## config.mk

```make
export PLATFORM = sky130hd
export DESIGN_NAME = rx_fifo_param_flat
export DESIGN_NICKNAME = d
export VERILOG_FILES = /design/src/rtl/rx_fifo_param_pkg.sv /design/src/rtl/rx_fifo_param_if.sv /design/src/rtl/rx_fifo_param_mem.sv /design/src/rtl/rx_fifo_param.sv /design/src/flat_wrapper.sv
export SDC_FILE = /design/constraint.sdc
export NUM_CORES = 1
export LEC_CHECK = 0
export CORE_MARGIN = 1.5
export CORE_UTILIZATION = 30
export CTS_BUF_LIST = sky130_fd_sc_hd__clkbuf_4 sky130_fd_sc_hd__clkbuf_8
export DETAILED_ROUTE_END_ITERATION = 10
export DONT_BUFFER_PORTS = 1
export PLACE_DENSITY = 0.5
export RECOVER_POWER = 50
export SYNTH_ARGS = -nofsm -noshare
export SYNTH_HDL_FRONTEND = slang
export SYNTH_SLANG_ARGS = --single-unit
```

## constraint.sdc

```tcl
create_clock -name clk -period 7.1 [get_ports clk]
set_clock_uncertainty 0.05 [all_clocks]
set_input_delay 1.775 -clock clk [delete_from_list [all_inputs] [get_ports clk]]
set_output_delay 1.775 -clock clk [all_outputs]
set_load 0.005 [all_outputs]
```

## src/rtl/rx_fifo_param_pkg.sv

```systemverilog
// Shared constants, helper function and flag bundle type for the
// parametrised receive FIFO.
package rx_fifo_pkg;

  localparam int RX_DATA_W = 8;
  localparam int RX_DEPTH  = 8;

  // Pointer width needed to address 'depth' entries.
  function automatic int ptr_w(input int depth);
    return $clog2(depth);
  endfunction

  // Status flag bundle presented by the FIFO.
  typedef struct packed {
    logic empty;
    logic full;
    logic almost_full;
    logic almost_empty;
    logic overflow;
    logic underflow;
  } rx_flags_t;

endpackage

```

## src/rtl/rx_fifo_param_if.sv

```systemverilog
// Handshake and status bundle between the FIFO and its producer/consumer.
interface rx_fifo_param_if
  import rx_fifo_pkg::*;
#(
  parameter int DATA_W = RX_DATA_W,
  parameter int DEPTH  = RX_DEPTH
);

  localparam int CNT_W = ptr_w(DEPTH) + 1;

  logic              flush;
  logic              w_enable;
  logic [DATA_W-1:0] w_data;
  logic              r_enable;
  logic [DATA_W-1:0] r_data;
  logic              empty;
  logic              full;
  logic              almost_full;
  logic              almost_empty;
  logic [CNT_W-1:0]  count;
  logic              overflow;
  logic              underflow;

  modport master (
    output flush, w_enable, w_data, r_enable,
    input  r_data, empty, full, almost_full, almost_empty, count,
           overflow, underflow
  );

  modport slave (
    input  flush, w_enable, w_data, r_enable,
    output r_data, empty, full, almost_full, almost_empty, count,
           overflow, underflow
  );

endinterface

```

## src/rtl/rx_fifo_param_mem.sv

```systemverilog
// DATA_W x DEPTH register file: synchronous write port, asynchronous read
// port. Contents are deliberately not reset.
module rx_fifo_mem
  import rx_fifo_pkg::*;
#(
  parameter int DATA_W = RX_DATA_W,
  parameter int DEPTH  = RX_DEPTH,
  parameter int ADDR_W = ptr_w(DEPTH)
) (
  input  logic              clk,
  input  logic              we,
  input  logic [ADDR_W-1:0] waddr,
  input  logic [DATA_W-1:0] wdata,
  input  logic [ADDR_W-1:0] raddr,
  output logic [DATA_W-1:0] rdata
);

  logic [DATA_W-1:0] mem_r [DEPTH];

  // Store the write word at the write address on an accepted write.
  always_ff @(posedge clk) begin
    if (we) begin
      mem_r[waddr] <= wdata;
    end
  end

  assign rdata = mem_r[raddr];

endmodule

```

## src/rtl/rx_fifo_param.sv

```systemverilog
// Parametrised single-clock receive FIFO with first-word-fall-through read,
// occupancy count, programmable almost flags, sticky error flags and a
// synchronous flush.
module rx_fifo_param
  import rx_fifo_pkg::*;
#(
  parameter int DATA_W   = RX_DATA_W,
  parameter int DEPTH    = RX_DEPTH,
  parameter int AF_LEVEL = DEPTH - 1,
  parameter int AE_LEVEL = 1
) (
  input  logic          clk,
  input  logic          rst,
  rx_fifo_param_if.slave bus
);

  localparam int PTR_W = ptr_w(DEPTH);
  localparam int CNT_W = PTR_W + 1;

  localparam logic [CNT_W-1:0] DEPTH_C = CNT_W'(DEPTH);
  localparam logic [CNT_W-1:0] AF_C    = CNT_W'(AF_LEVEL);
  localparam logic [CNT_W-1:0] AE_C    = CNT_W'(AE_LEVEL);

  // Elaboration-time parameter legality.
  if ((DEPTH < 2) || (DEPTH > 256) || ((DEPTH & (DEPTH - 1)) != 0)) begin : g_bad_depth
    $error("rx_fifo_param: DEPTH must be a power of two in 2..256");
  end
  if ((DATA_W < 1) || (DATA_W > 64)) begin : g_bad_width
    $error("rx_fifo_param: DATA_W must be in 1..64");
  end
  if ((AE_LEVEL < 0) || (AE_LEVEL >= AF_LEVEL) || (AF_LEVEL > DEPTH)) begin : g_bad_levels
    $error("rx_fifo_param: need 0 <= AE_LEVEL < AF_LEVEL <= DEPTH");
  end

  logic [PTR_W-1:0]  wptr_r;
  logic [PTR_W-1:0]  rptr_r;
  logic [CNT_W-1:0]  count_r;
  logic              overflow_r;
  logic              underflow_r;

  logic              wr_ok_s;
  logic              rd_ok_s;
  logic              ovf_evt_s;
  logic              udf_evt_s;
  logic [DATA_W-1:0] mem_rdata_s;
  rx_flags_t         flags_s;

  // Status flags decoded from the count register and sticky error bits.
  always_comb begin
    flags_s              = '0;
    flags_s.empty        = (count_r == {CNT_W{1'b0}});
    flags_s.full         = (count_r == DEPTH_C);
    flags_s.almost_full  = (count_r >= AF_C);
    flags_s.almost_empty = (count_r <= AE_C);
    flags_s.overflow     = overflow_r;
    flags_s.underflow    = underflow_r;
  end

  // Accept/reject decisions; flush masks both strobes and their error events.
  always_comb begin
    wr_ok_s   = 1'b0;
    rd_ok_s   = 1'b0;
    ovf_evt_s = 1'b0;
    udf_evt_s = 1'b0;
    if (bus.flush) begin
      wr_ok_s   = 1'b0;
      rd_ok_s   = 1'b0;
      ovf_evt_s = 1'b0;
      udf_evt_s = 1'b0;
    end else begin
      // A full FIFO still takes a write when a read frees a slot that cycle.
      wr_ok_s   = bus.w_enable && (!flags_s.full || bus.r_enable);
      rd_ok_s   = bus.r_enable && !flags_s.empty;
      ovf_evt_s = bus.w_enable && flags_s.full && !bus.r_enable;
      udf_evt_s = bus.r_enable && flags_s.empty;
    end
  end

  // Pointers, occupancy and sticky error flags.
  always_ff @(posedge clk or posedge rst) begin
    if (rst) begin
      wptr_r      <= {PTR_W{1'b0}};
      rptr_r      <= {PTR_W{1'b0}};
      count_r     <= {CNT_W{1'b0}};
      overflow_r  <= 1'b0;
      underflow_r <= 1'b0;
    end else if (bus.flush) begin
      wptr_r      <= {PTR_W{1'b0}};
      rptr_r      <= {PTR_W{1'b0}};
      count_r     <= {CNT_W{1'b0}};
      overflow_r  <= 1'b0;
      underflow_r <= 1'b0;
    end else begin
      if (wr_ok_s) begin
        wptr_r <= wptr_r + PTR_W'(1);
      end
      if (rd_ok_s) begin
        rptr_r <= rptr_r + PTR_W'(1);
      end
      case ({wr_ok_s, rd_ok_s})
        2'b10:   count_r <= count_r + CNT_W'(1);
        2'b01:   count_r <= count_r - CNT_W'(1);
        default: count_r <= count_r;
      endcase
      if (ovf_evt_s) begin
        overflow_r <= 1'b1;
      end
      if (udf_evt_s) begin
        underflow_r <= 1'b1;
      end
    end
  end

  rx_fifo_mem #(
    .DATA_W (DATA_W),
    .DEPTH  (DEPTH),
    .ADDR_W (PTR_W)
  ) u_mem (
    .clk   (clk),
    .we    (wr_ok_s),
    .waddr (wptr_r),
    .wdata (bus.w_data),
    .raddr (rptr_r),
    .rdata (mem_rdata_s)
  );

  assign bus.r_data       = flags_s.empty ? {DATA_W{1'b0}} : mem_rdata_s;
  assign bus.count        = count_r;
  assign bus.empty        = flags_s.empty;
  assign bus.full         = flags_s.full;
  assign bus.almost_full  = flags_s.almost_full;
  assign bus.almost_empty = flags_s.almost_empty;
  assign bus.overflow     = flags_s.overflow;
  assign bus.underflow    = flags_s.underflow;

endmodule
```

## src/flat_wrapper.sv

```systemverilog
// flat-port wrapper written by rule: the top's interface ports become plain ports
module rx_fifo_param_flat import rx_fifo_pkg::*;
#(
  parameter int DATA_W   = RX_DATA_W,
  parameter int DEPTH    = RX_DEPTH,
  parameter int AF_LEVEL = DEPTH - 1,
  parameter int AE_LEVEL = 1
)
  (clk, rst, bus_flush, bus_w_enable, bus_w_data, bus_r_enable, bus_r_data, bus_empty, bus_full, bus_almost_full, bus_almost_empty, bus_count, bus_overflow, bus_underflow);
  rx_fifo_param_if #(.DATA_W(DATA_W), .DEPTH(DEPTH)) bus_i ();
  input  logic clk;
  input  logic rst;
  input wire logic [$bits(bus_i.flush)-1:0] bus_flush;
  input wire logic [$bits(bus_i.w_enable)-1:0] bus_w_enable;
  input wire logic [$bits(bus_i.w_data)-1:0] bus_w_data;
  input wire logic [$bits(bus_i.r_enable)-1:0] bus_r_enable;
  output wire logic [$bits(bus_i.r_data)-1:0] bus_r_data;
  output wire logic [$bits(bus_i.empty)-1:0] bus_empty;
  output wire logic [$bits(bus_i.full)-1:0] bus_full;
  output wire logic [$bits(bus_i.almost_full)-1:0] bus_almost_full;
  output wire logic [$bits(bus_i.almost_empty)-1:0] bus_almost_empty;
  output wire logic [$bits(bus_i.count)-1:0] bus_count;
  output wire logic [$bits(bus_i.overflow)-1:0] bus_overflow;
  output wire logic [$bits(bus_i.underflow)-1:0] bus_underflow;
  assign bus_i.flush = bus_flush;
  assign bus_i.w_enable = bus_w_enable;
  assign bus_i.w_data = bus_w_data;
  assign bus_i.r_enable = bus_r_enable;
  assign bus_r_data = bus_i.r_data;
  assign bus_empty = bus_i.empty;
  assign bus_full = bus_i.full;
  assign bus_almost_full = bus_i.almost_full;
  assign bus_almost_empty = bus_i.almost_empty;
  assign bus_count = bus_i.count;
  assign bus_overflow = bus_i.overflow;
  assign bus_underflow = bus_i.underflow;
  rx_fifo_param #(.DATA_W(DATA_W), .DEPTH(DEPTH), .AF_LEVEL(AF_LEVEL), .AE_LEVEL(AE_LEVEL)) u_core (.clk(clk), .rst(rst), .bus(bus_i));
endmodule
```

Word-level counts from Yosys, hierarchy flattened --
Memory sizes are Yosys's and may differ from the RTL's. Index checks and enable logic that the tools add are counted.
Cells by class: add/sub/neg operators 4, magnitude comparators 2, equal/unequal tests 3, muxes and demuxes 17, reduce and logical (&&, ||, !) cells 15
Operators with widths (number):
- $mux 3 | 4
- $mux 1 | 10
- $mux 8 | 1
- $pmux 4 s2 | 1
- $reduce_bool 2->1 | 4
- $add 3x1->3 const B | 2
- $logic_and 1x1->1 | 5
- $add 4x1->4 const B | 1
- $eq 4x4->1 const B | 1
- $ge 4x3->1 const B | 1
- $le 4x1->1 const B | 1
- $logic_not 4->1 | 1
- $mux 4 | 1
- $sub 4x1->4 const B | 1
- $logic_not 1->1 | 3
- $reduce_bool 3->1 | 1
- $eq 2x1->1 const B | 1
- $eq 2x2->1 const B | 1
- $logic_or 1x1->1 | 1
Storage, ports and cells: flip-flop bits (word level) 12, memory bits (writable) 64, input port bits 13, output and inout port bits 18, word-level logic and storage cells 47, memories kept 1
Memories:
- u_core.u_mem.mem_r | words 8, bits a word 8, rd ports 1, clocked after Yosys merged registers in 0, write ports 1, line rx_fifo_param_mem.sv:18 | logic [DATA_W-1:0] mem_r [DEPTH];

Longest topological paths before layout --
depth after elaboration 8, mapped depth 7, gate-level depth less buffers 7

Hierarchy --
A second synthesis with hierarchy kept.
Second synthesis, totals: cells, all modules 199, area, all modules 3370.7 um^2
Modules (own cells, without submodules):
- rx_fifo_mem | instances 1, cells an instance 106, area an instance 2531.2 um^2, sequential area each 1921.8 um^2
- rx_fifo_param | instances 1, cells an instance 93, area an instance 839.6 um^2, sequential area each 300.3 um^2

Worst setup path before layout --
Ideal clock, no wire load.
path type reg-to-output, start reg u_core.rptr_r[0], end out bus_r_data[6], arrival time 1.592 ns, data required time 5.275 ns, path slack 3.683 ns, stages on the path, launching flop included 6, buffers on the path 2, cells stage by stage dfrtp_1 -> buf_2 -> buf_2 -> mux4_2 -> mux2i_1 -> nor2_1
On the way: longest elaborated chain between the ends 2
RTL lines:
- from (decl) | line rx_fifo_param.sv:36 | logic [PTR_W-1:0] rptr_r;
- from (signal assigned) | line rx_fifo_param.sv:83 | rptr_r <= {PTR_W{1'b0}};
- from (signal assigned) | line rx_fifo_param.sv:89 | rptr_r <= {PTR_W{1'b0}};
- from (signal assigned) | line rx_fifo_param.sv:98 | rptr_r <= rptr_r + PTR_W'(1);
- $mem_v2 8x8
- $mux 8 | line rx_fifo_param.sv:127 | assign bus.r_data = flags_s.empty ? {DATA_W{1'b0}} : mem_rdata_s;
- to (decl) | line flat_wrapper.sv:17 | output wire logic [$bits(bus_i.r_data)-1:0] bus_r_data;
Every way passes these cells.

Final worst setup path --
start reg u_core.rptr_r[0], end out bus_r_data[3]
Same word-level chain as after synthesis.

==> summary.txt <==
Layout
  – Fin cells: roughly 340
  – FILL cells: 1017
  – Util after Layout: 0.3424
  – Multi-input logic area: 930.9 sq um
  – Antenna diodes: 0
  – Fin nets: between 200 and 250
  – Share of post-route cells with drive strength above 1: 0.2030
  – Layout area overhead: 10.60%
  – FF/Latch Area: 0.002222 sq mm

Timing
  – Min cycle time layout: 3950 ps
  – Final Max Tran Viols: 0
  – Setup_tns: 0 ps
  – RSZ-0062 raised after global routing: no
  – Fin. Hold Viols: 0
  – Period utilisation layout: 0.5563
  – Rel. slew slack: 0.3172
  – # setup viols final: 0
  – Max Freq: 0.2532 GHz
  – Worst-Margin Slew: between 1000 and 1500 ps

Synthesis
  – #FFs+latches synth: 76
  – Yosys warns: 0
  – Syn Inst Count: 192
  – Post-Syn Nets: 211
  – Distinct cell type count after synthesis: 34
  – Avg Cell Area, Syn: approximately 17 sq um
  – Mapped Area: 0.003211 sq mm
  – Post-synthesis sequential area ratio: 0.6921

Die
  – Initial Util: 0.3096
  – Die span in y: around 110 um
  – Area of the die: 0.01133 sq mm
  – Die Wd: 106.5 um
  – # IOs: 31
  – Core area: 0.01037 sq mm
  – Row cnt: 37

Clocking
  – Reg clk slew, reported paths: roughly 90 ps
  – Clock sink total: 76
  – PostCTS Resize Cnt: 0
  – Hold_buf cts: 0
  – Clk Latency, worst-skew pair: 350 ps
  – CTS tree: built
  – Postcts setup bufs: 0
  – Clk buf depth: 2
  – TritonCTS buffer count: 9
  – H-Tree Depth: 3
  – Root buf cell: clkbuf_8

Global routing
  – GR Overflow Total: 0
  – Largest net degree at the start of global routing: 19
  – Vias in the first global route: 1713
  – Antenna violations before repair: 0
  – First-pass GRT wire length: 9708 um
  – GRT Overall Usage: 0.1217

Detailed routing
  – Number of remaining DRC errors: 0
  – Via count: 1572
  – Routed len/inst: 18.10 um
  – DR pass1 iterations: 4
  – Vias/cell: 4.651
  – Antenna-violating nets left: 0
  – WL final: roughly 6000 um
  – Iteration-0 DRC Markers: 80

Setup path
  – CP endpoint kind: primary output
  – Worst endpoint required time: 5280 ps
  – Crit path kind: reg -> out
  – RR Endpoint: u_core.u_mem.mem_r[4][7]
  – Reg2reg setup slack: roughly 4300 ps
  – R2r startpoint: u_core.bus.count[0]
  – Worst R2R Path Depth: 6
  – Crit path max fanout: 10
  – Type of origin of the critical path: register
  – Worst Path Arrival: 2120 ps

Pwr
  – Leak: 1.184 nW
  – Power Dens Cells: 301.6 mW/mm^2
  – Worst VDD drop: 113.9 uV
  – Pwr Total: ~1.1 mW

Place
  – Hpwl dp: 3713 um
  – Post-Place Cells: ~320
  – Port bufs: 0
  – RePlAce Congestion: 0.6969

Min path
  – Worst Hold Launch: u_core.bus.underflow
  – Min-delay worst type: reg -> reg
  – WHS Endpoint: u_core.bus.underflow
  – Hold Path Depth: 2

Run status
  – Status: completed

Job
  – MaxCap Viol Count: 0
[report_power, final]
group / internal, mW / leakage, nW / switching, mW / total (mW)
Sequential: 0.503 / 0.740 / 0.0420 / 0.545
Clock: 0.132 / 0.0921 / 0.172 / 0.304
Combinational: 0.115 / 0.352 / 0.107 / 0.222
[cell usage after synthesis, drive strengths merged]
cell / number / share of area
nand2b: 4 / 0.0078
mux2i: 11 / 0.034
nor3b: 1 / 0.0023
clkbuf: 3 / 0.0035
inv: 5 / 0.0058
nand3b: 1 / 0.0023
nand2: 4 / 0.0047
a32o: 2 / 0.0062
nor2: 28 / 0.033
mux4: 16 / 0.11
a21oi: 1 / 0.0016
o21ai: 4 / 0.0062
and2: 1 / 0.0019
o22ai: 1 / 0.0019
or2: 1 / 0.0019
nor2b: 1 / 0.0019
xor2: 3 / 0.0082
a31o: 1 / 0.0027
ha: 6 / 0.023
edfxtp: 64 / 0.60
or4: 1 / 0.0035
nand3: 2 / 0.0031
mux2: 2 / 0.0082
xnor2: 3 / 0.0082
buf: 7 / 0.010
a31oi: 1 / 0.0019
a21o: 1 / 0.0023
dfrtp: 12 / 0.094
nor3: 3 / 0.0047
or3: 2 / 0.0039
[final cells by class]
cell class                      count  share of cell area
Timing Repair Buffer                4            0.007400
Inverter                            5            0.005285
Tap cell                          136             0.04792
Clock inverter                      7             0.01656
Sequential cell                    76              0.6258
Clock buffer                        9             0.03488
Multi-Input combinational cell    101              0.2622
[registers in the layout, indices dropped and copies added (netlist names)]
| register | count |
|---|---|
| u_core.bus.overflow | 1 |
| u_core.wptr_r | 3 |
| u_core.bus.count | 4 |
| u_core.u_mem.mem_r | 64 |
| u_core.bus.underflow | 1 |
| u_core.rptr_r | 3 |
[stage by stage]
step	hold WS (ps)	worst slack, ps	area [sq um]
after global placement	454.5	3422	3372
final	476.3	3150	3551
after global routing	550.9	2919	3551
after floorplan	435.9	3683	3211
after CTS	483.4	3026	3555
after detailed placement	461.0	3414	3372
[kinds of logic after synthesis]
| group | Yosys count | share of synthesized area |
|---|---|---|
| xor+xnor | 6 | 0.01637 |
| buf+inv | 15 | 0.01948 |
| fa+ha+maj | 6 | 0.02338 |
| mux | 29 | 0.1547 |
| simple gates | 49 | 0.07093 |
| compound gates | 11 | 0.02300 |
| flops | 76 | 0.6921 |
[critical path, stage by stage, from the launching register on]
cell and delay (ps):
dfrtp_1 670, buf_4 340, mux4_2 520, mux2i_1 180
nor2_1 80
[worst max-delay path by stage]
stage	from	end	slack [ps]	depth (start not counted)
final	u_core.rptr_r[0]	bus_r_data[3]	3150	4
after floorplan	u_core.rptr_r[0]	bus_r_data[6]	3680	5
after global placement	u_core.rptr_r[0]	bus_r_data[3]	3420	4
after CTS	u_core.rptr_r[0]	bus_r_data[3]	3030	4
after global routing	u_core.bus.count[0]	bus_r_data[0]	2920	5
after detailed placement	u_core.rptr_r[0]	bus_r_data[3]	3410	4
[per-layer routing]
| layer | GRT usage | wire length, um |
|---|---|---|
| met1 | 0.1444 | 2725 |
| met2 | 0.2028 | 3011 |
| met3 | 0.04905 | 326 |
| met4 | 0.03714 | 55 |
| met5 | 0 | 0 |
[placed cells by master (no fill, tap or decap), types with 3 or more instances in the layout]
| cell | n |
|---|---|
| nand2b_1 | 4 |
| mux2i_1 | 11 |
| dfrtp_1 | 12 |
| mux4_2 | 16 |
| o21ai_0 | 3 |
| edfxtp_1 | 64 |
| xnor2_1 | 3 |
| ha_1 | 6 |
| nand2_1 | 4 |
| nor2_1 | 28 |
| xor2_1 | 3 |
| nor3_1 | 3 |
| inv_1 | 4 |
| clkbuf_8 | 9 |
| buf_4 | 3 |
No activity file was read; power rests on OpenSTA's default activity.
